**src/rtl/writeback_pkg.sv**
```systemverilog
// writeback_pkg: bus widths, memory-to-writeback field layout and write-data select
package writeback_pkg;
    localparam int M_TO_W_BUS_WD = 103;
    localparam int W_TO_H_BUS_WD = 7;
    localparam int RETIRE_CNT_WD = 64;
    typedef struct packed {
        logic        mem_load;
        logic [31:0] load_result;
        logic [31:0] final_result;
        logic        rf_write_en;
        logic [4:0]  rf_dest;
        logic [31:0] pc;
    } m_to_w_t;
    function automatic logic [31:0] wdata_sel(m_to_w_t b);
        return b.mem_load ? b.load_result : b.final_result;
    endfunction
endpackage

```
**src/rtl/writeback.sv**
```systemverilog
// writeback: final stage register, commit-once tracking, retire counter and commit trace
module writeback
    import writeback_pkg::*;
(
    input  logic                     clk,
    input  logic                     reset,
    input  logic                     previous_valid_i,
    output logic                     current_valid_o,
    input  logic                     stall_writeback,
    input  logic                     flush_writeback,
    input  logic [M_TO_W_BUS_WD-1:0] m_to_w_bus,
    output logic [W_TO_H_BUS_WD-1:0] w_to_h_bus,
    output logic [31:0]              forward_result_writeback,
    output logic                     rf_we,
    output logic [4:0]               rf_waddr,
    output logic [31:0]              rf_wdata,
    output logic [RETIRE_CNT_WD-1:0] retire_count,
    output logic [31:0]              debug_wb_pc,
    output logic [3:0]               debug_wb_rf_we,
    output logic [4:0]               debug_wb_rf_wnum,
    output logic [31:0]              debug_wb_rf_wdata
);
    m_to_w_t     bus_r;
    logic        valid_wb;
    logic        committed_wb;
    logic        wen_raw;
    logic        wen_eff;
    logic [31:0] wdata;
    // committed_wb keeps a stalled instruction from writing or retiring twice
    always_ff @(posedge clk or negedge reset) begin
        if (!reset) begin
            bus_r        <= '0;
            valid_wb     <= 1'b0;
            committed_wb <= 1'b0;
            retire_count <= '0;
        end else begin
            if (flush_writeback) begin
                bus_r        <= '0;
                valid_wb     <= 1'b0;
                committed_wb <= 1'b0;
            end else if (!stall_writeback) begin
                bus_r        <= m_to_w_t'(m_to_w_bus);
                valid_wb     <= previous_valid_i;
                committed_wb <= 1'b0;
            end else if (valid_wb) begin
                committed_wb <= 1'b1;
            end
            if (valid_wb && !committed_wb && !flush_writeback)
                retire_count <= retire_count + 1'b1;
        end
    end
    assign wdata   = wdata_sel(bus_r);
    assign wen_raw = valid_wb & bus_r.rf_write_en & (bus_r.rf_dest != 5'd0);
    assign wen_eff = wen_raw & ~committed_wb;
    assign current_valid_o          = valid_wb;
    assign rf_we                    = wen_eff;
    assign rf_waddr                 = bus_r.rf_dest;
    assign rf_wdata                 = wdata;
    // hazard tap ignores committed_wb so a stalled producer keeps forwarding
    assign w_to_h_bus               = {wen_raw, bus_r.rf_dest, bus_r.mem_load & valid_wb};
    assign forward_result_writeback = wdata;
    assign debug_wb_pc              = bus_r.pc;
    assign debug_wb_rf_we           = {4{wen_eff}};
    assign debug_wb_rf_wnum         = bus_r.rf_dest;
    assign debug_wb_rf_wdata        = wdata;
endmodule

```
**config.mk**
```make
export PLATFORM = sky130hd
export DESIGN_NAME = writeback
export DESIGN_NICKNAME = d
export VERILOG_FILES = /design/src/rtl/writeback_pkg.sv /design/src/rtl/writeback.sv
export SDC_FILE = /design/constraint.sdc
export NUM_CORES = 1
export LEC_CHECK = 0
export ABC_AREA = 1
export BUFFER_PORTS_ARGS = -buffer_cell sky130_fd_sc_hd__buf_2
export CAP_MARGIN = 30
export CORE_UTILIZATION = 30
export CTS_CLUSTER_SIZE = 40
export DETAILED_ROUTE_END_ITERATION = 10
export PLACE_DENSITY = 0.52
export SYNTH_ARGS = -nofsm -noshare
export SYNTH_HDL_FRONTEND = slang
export SYNTH_SLANG_ARGS = --single-unit
```
**constraint.sdc**
```tcl
create_clock -name clk -period 3.6 [get_ports clk]
set_input_delay 0.18 -clock clk [delete_from_list [all_inputs] [get_ports clk]]
set_output_delay 0.18 -clock clk [all_outputs]
set_load 0.05 [all_outputs]
```
Yosys cells after proc, flatten, opt, wreduce, memory -nomap -nowiden
Index checks and enable logic that the tools add are counted.
- reduce and logical (&&, ||, !) cells: 5
- bitwise gates (word level): 5
- add/subtract/negate cells: 1
- equality and inequality tests: 2
- mux-type cells: 8
- operators by type and width (operator ; count):
    103-bit 2-to-1 mux ; 2
    64-bit by 1-bit adder with 64-bit output (second input constant) ; 1
    32-bit 2-to-1 mux ; 1
    1-bit 2-to-1 mux ; 5
    5-bit nonzero test ; 1
    1-bit bitwise AND ; 4
    3-bit by 1-bit inequality test with 1-bit output (second input constant) ; 1
    1-bit logical AND ; 2
    1-bit logical NOT ; 2
    2-bit by 1-bit inequality test with 1-bit output (second input constant) ; 1
    1-bit NOT ; 1
- register bits after elaboration: 169

Longest topological paths before layout
- depth after elaboration: 3
- mapped depth: 10
- mapped depth without buffers: 10

Least setup slack after synthesis
OpenSTA, ideal clock, no wires.
- path type: register -> output
- from: register bus_r[102] (netlist bit)
- to: output port forward_result_writeback[25]
- data required time: 3.420 ns
- stages on the path, launching flop included: 5
- setup slack: 1.089 ns
- buffers on the path: 3
- data arrival time: 2.331 ns
- cell sequence: dfrtp_1 > clkbuf_1 > clkbuf_1 > o21ai_0 > buf_4
- cells in the longest elaborated chain, start to end: 1
- ends and longest elaborated chain (what ; line ; source):
    start, declared ; writeback.sv:23 ; m_to_w_t bus_r;
    start signal, assigned ; writeback.sv:42 ; bus_r <= m_to_w_t'(m_to_w_bus);
    32-bit 2-to-1 mux ; writeback_pkg.sv:15 ; return b.mem_load ? b.load_result : b.final_result;
    end, declared ; writeback.sv:13 ; output logic [31:0] forward_result_writeback,
Every way passes these cells.

Worst setup path in the final report
- from: register bus_r[102] (netlist bit)
- to: output port forward_result_writeback[21]
The elaborated chain is that of the path after synthesis.

==> impl_metrics.toml <==
[global_routing]
grt_max_degree = 76
track_usage = 0.186
antenna_found_initial = 2
grt_pass1_vias = 8018
grt_pass1_wl_mm = 44.4
overflow = 0

[drt]
post_drt_wl_per_cell_microns = 15.8
drtIter0Drc = 415
dr_total_vias = 8316
vias_per_cell = 4.57
ant_nets = 0
drc = 0
drt-total-wl_mm = 28.7
dr.pass1.iters = 5

[power_and_ir_drop]
p_seq_frac = 0.411
max-vdd-ir-drop_mv = 0.223
power.density_mw_per_mm2 = 433
power_mw = 5.00
power.switching_mw = 1.77
switching_share = 0.353
p_leak_nw = 5.97
pwr-share-comb = 0.214
p_int_mw = 3.23
pwr-share-clk = 0.375

[die]
core_area_sq_mm = 0.0297
die_area_sq_mm = 0.0310
initial_core_util = 0.306
dieWidth_microns = 176
num_io_pins = 323
num_rows = 63
dieHeight_microns = 176

[cells_and_area]
utilization = 0.388
nNetsFinal = 1525
drive_gt1_frac = 0.278
final_cell_area_sq_mm = 0.0115
fin_cells = 1820
syn_to_final_growth_pct = 26.8

[synthesis]
synth_adder_area_share = 0.00138
synth_xor_area_frac = 0.0424
synth_top_family_by_area = "simple AND/OR/NAND/NOR gates"
synth.cell_area_sq_mm = 0.00910
ys_seq_area_frac = 0.465
synth.area.mux_share = 0
ys_types = 29
synth.net_count = 1265
synth_compound_area_frac = 0.0575
synth_simple_gate_area_share = 0.286
syn_inst = 1156
synth-warning-count = 0
ys_ff_latch = 169
synth.avg_cell_area_sq_um = 7.87

[job]
max-cap-violations = 0

[critical_path]
cp_max_fo = 50
worst_setup_path_end_kind = "output pin"
worst_path_largest_cell_delay_ns = 0.69
worstPathCellList = "buf_4 > o21ai_0 > buf_2"
critPathArrivalTime_ns = 2.26
start_kind = "flop"
cp.required_ns = 3.42
critical-path-slowest-cell = "dfrtp_2"
crit_type = "reg2out"

[clock_tree]
cts_buffers = 17
cts_tree = "done"
root_buffer = "clkbuf_16"
clk_path_buf_depth = 2
cts-htree-levels = 4
clock-sinks = 169
clk_latency_ns = 0.44
path_clk_slew_ns = 0.07
post_cts_buffers = 0
cts-resized-gates = 0

[place]
port_buffers = 322
placed_cells = 1718
placed_area_sq_mm = 0.0103
gp_congestion = 0.898
dp.final_hpwl_mm = 20.6
place_ws_ns = 1.59

[timing]
fin_setup_tns_ns = 0
finClkSkew_ns = 0.0128
tightestPinTransition_ns = 0.842
rsz0062_at_grt = "no"
max_freq_mhz = 410
finalHoldViolations = 0
drv_slew = 0
setup_viol = 0
worst_hold_slack_ns = 0.0402
finalCritPeriodShare = 0.678
setup_ws_ns = 1.16
min_period_ns = 2.44
slew_headroom = 0.439

[worst_hold_path]
hold_class = "in2reg"

[status]
status = "finished clean"
## what timing repair did
action / 4_1_cts / 5_1_grt
setup endpoints to repair: 0 / 0
hold buffers: 69 / 0
endpoints found under the hold margin: 141 / 0
## critical path, delay by kind of cell, from the launching register on
kind,cells,cell delay (ns)
compound gates,1,0.41
flops,1,0.69
buf+inv,2,0.69
## worst paths after layout
| check | cells after the start | slack (ns) | startpoint | end |
|---|---|---|---|---|
| worst max-delay path | 3 | 1.16 | bus_r[102] | forward_result_writeback[21] |
| worst min-delay path | 3 | 0.04 | m_to_w_bus[32] | debug_wb_rf_wnum[0] |
| worst max register to register | 7 | 1.61 | current_valid_o | retire_count[47] |
| worst min register to register | 2 | 0.47 | debug_wb_pc[30] | debug_wb_pc[30] |
| max in group asynchronous | 3 | 2.31 | reset | bus_r[102] |
| min in group asynchronous | 2 | 0.35 | reset | bus_r[60] |
## cells in the final DEF, fill, tap and decap left out, types with 2 or more instances in the layout
cell / n
a21oi_1: 34
buf_2: 321
buf_4: 6
clkbuf_16: 17
clkinv_2: 3
dfrtp_1: 168
dlygate4sd3_1: 69
inv_1: 76
inv_2: 2
inv_6: 5
inv_8: 5
nand2_1: 337
nand2_2: 4
nand3_1: 102
nand3b_1: 9
nand4_1: 20
nor2_1: 89
nor2_2: 17
nor2_4: 6
nor3_1: 10
nor3_2: 3
o21ai_0: 66
o21ai_1: 3
xnor2_1: 21
xor2_1: 23
## synthesized netlist by cell type
cell / count / share of area
nand2_1: 337 / 0.14
dfrtp_1: 169 / 0.46
buf_4: 116 / 0.096
nand3_1: 102 / 0.056
nor2_1: 90 / 0.037
inv_1: 76 / 0.031
o21ai_0: 66 / 0.036
a21oi_1: 34 / 0.019
clkbuf_1: 26 / 0.011
xor2_1: 23 / 0.022
xnor2_1: 21 / 0.020
nand4_1: 20 / 0.014
nor2_2: 17 / 0.012
nor3_1: 10 / 0.0055
buf_2: 9 / 0.0050
nand3b_1: 9 / 0.0074
buf_1: 6 / 0.0025
nor2_4: 5 / 0.0062
nand2_2: 4 / 0.0028
inv_2: 3 / 0.0012
nor3_2: 3 / 0.0033
o21ai_1: 3 / 0.0016
and2_1: 1 / 0.00069
and3_1: 1 / 0.00069
buf_6: 1 / 0.0012
ha_1: 1 / 0.0014
nand3_2: 1 / 0.0011
nor3b_1: 1 / 0.00083
o21a_1: 1 / 0.00083
## power groups by stage
| stage | combinational (mW) | sequential, mW | clock [mW] |
|---|---|---|---|
| 2_1_floorplan | 0.771 | 2.15 | 0 |
| 3_3_place_gp | 1.02 | 2.09 | 0 |
| 3_5_place_dp | 1.02 | 2.09 | 0 |
| 4_1_cts | 1.08 | 2.06 | 1.94 |
| 5_1_grt | 1.14 | 2.07 | 2.00 |
| 6_report | 1.07 | 2.06 | 1.87 |
## state kept, by name, summed over array words and instances (netlist names)
name              count
bus_r                66
committed_wb          1
current_valid_o       1
debug_wb_pc          32
debug_wb_rf_wnum      5
retire_count         64
## cells by family after synthesis
kind of cell | count (synthesis)
xor+xnor | 44
buf+inv | 237
fa+ha+maj | 1
flops | 169
compound gates | 104
simple gates | 601
## area by class of cell
cell class	count	area, sq um
antenna	1	2.50
clock buffer	17	425
clock inverter	15	156
fill	3101	18200
inverter	79	298
multi-input combinational	750	3530
sequential	169	4230
tap	390	488
timing repair buffer	399	2400
## per-layer routing
layer | global-route usage | part of all wire | wire, microns | up-vias
met1 | 0.245 | 0.45 | 12900 | 3942
li1 | - | - | - | 4063
met4 | 0.0587 | 0.018 | 507 | 2
met3 | 0.0349 | 0.054 | 1560 | 36
met5 | 0 | 0.00031 | 9 | -
met2 | 0.307 | 0.48 | 13700 | 273
Note: power is estimated with default switching activity, not from simulation.
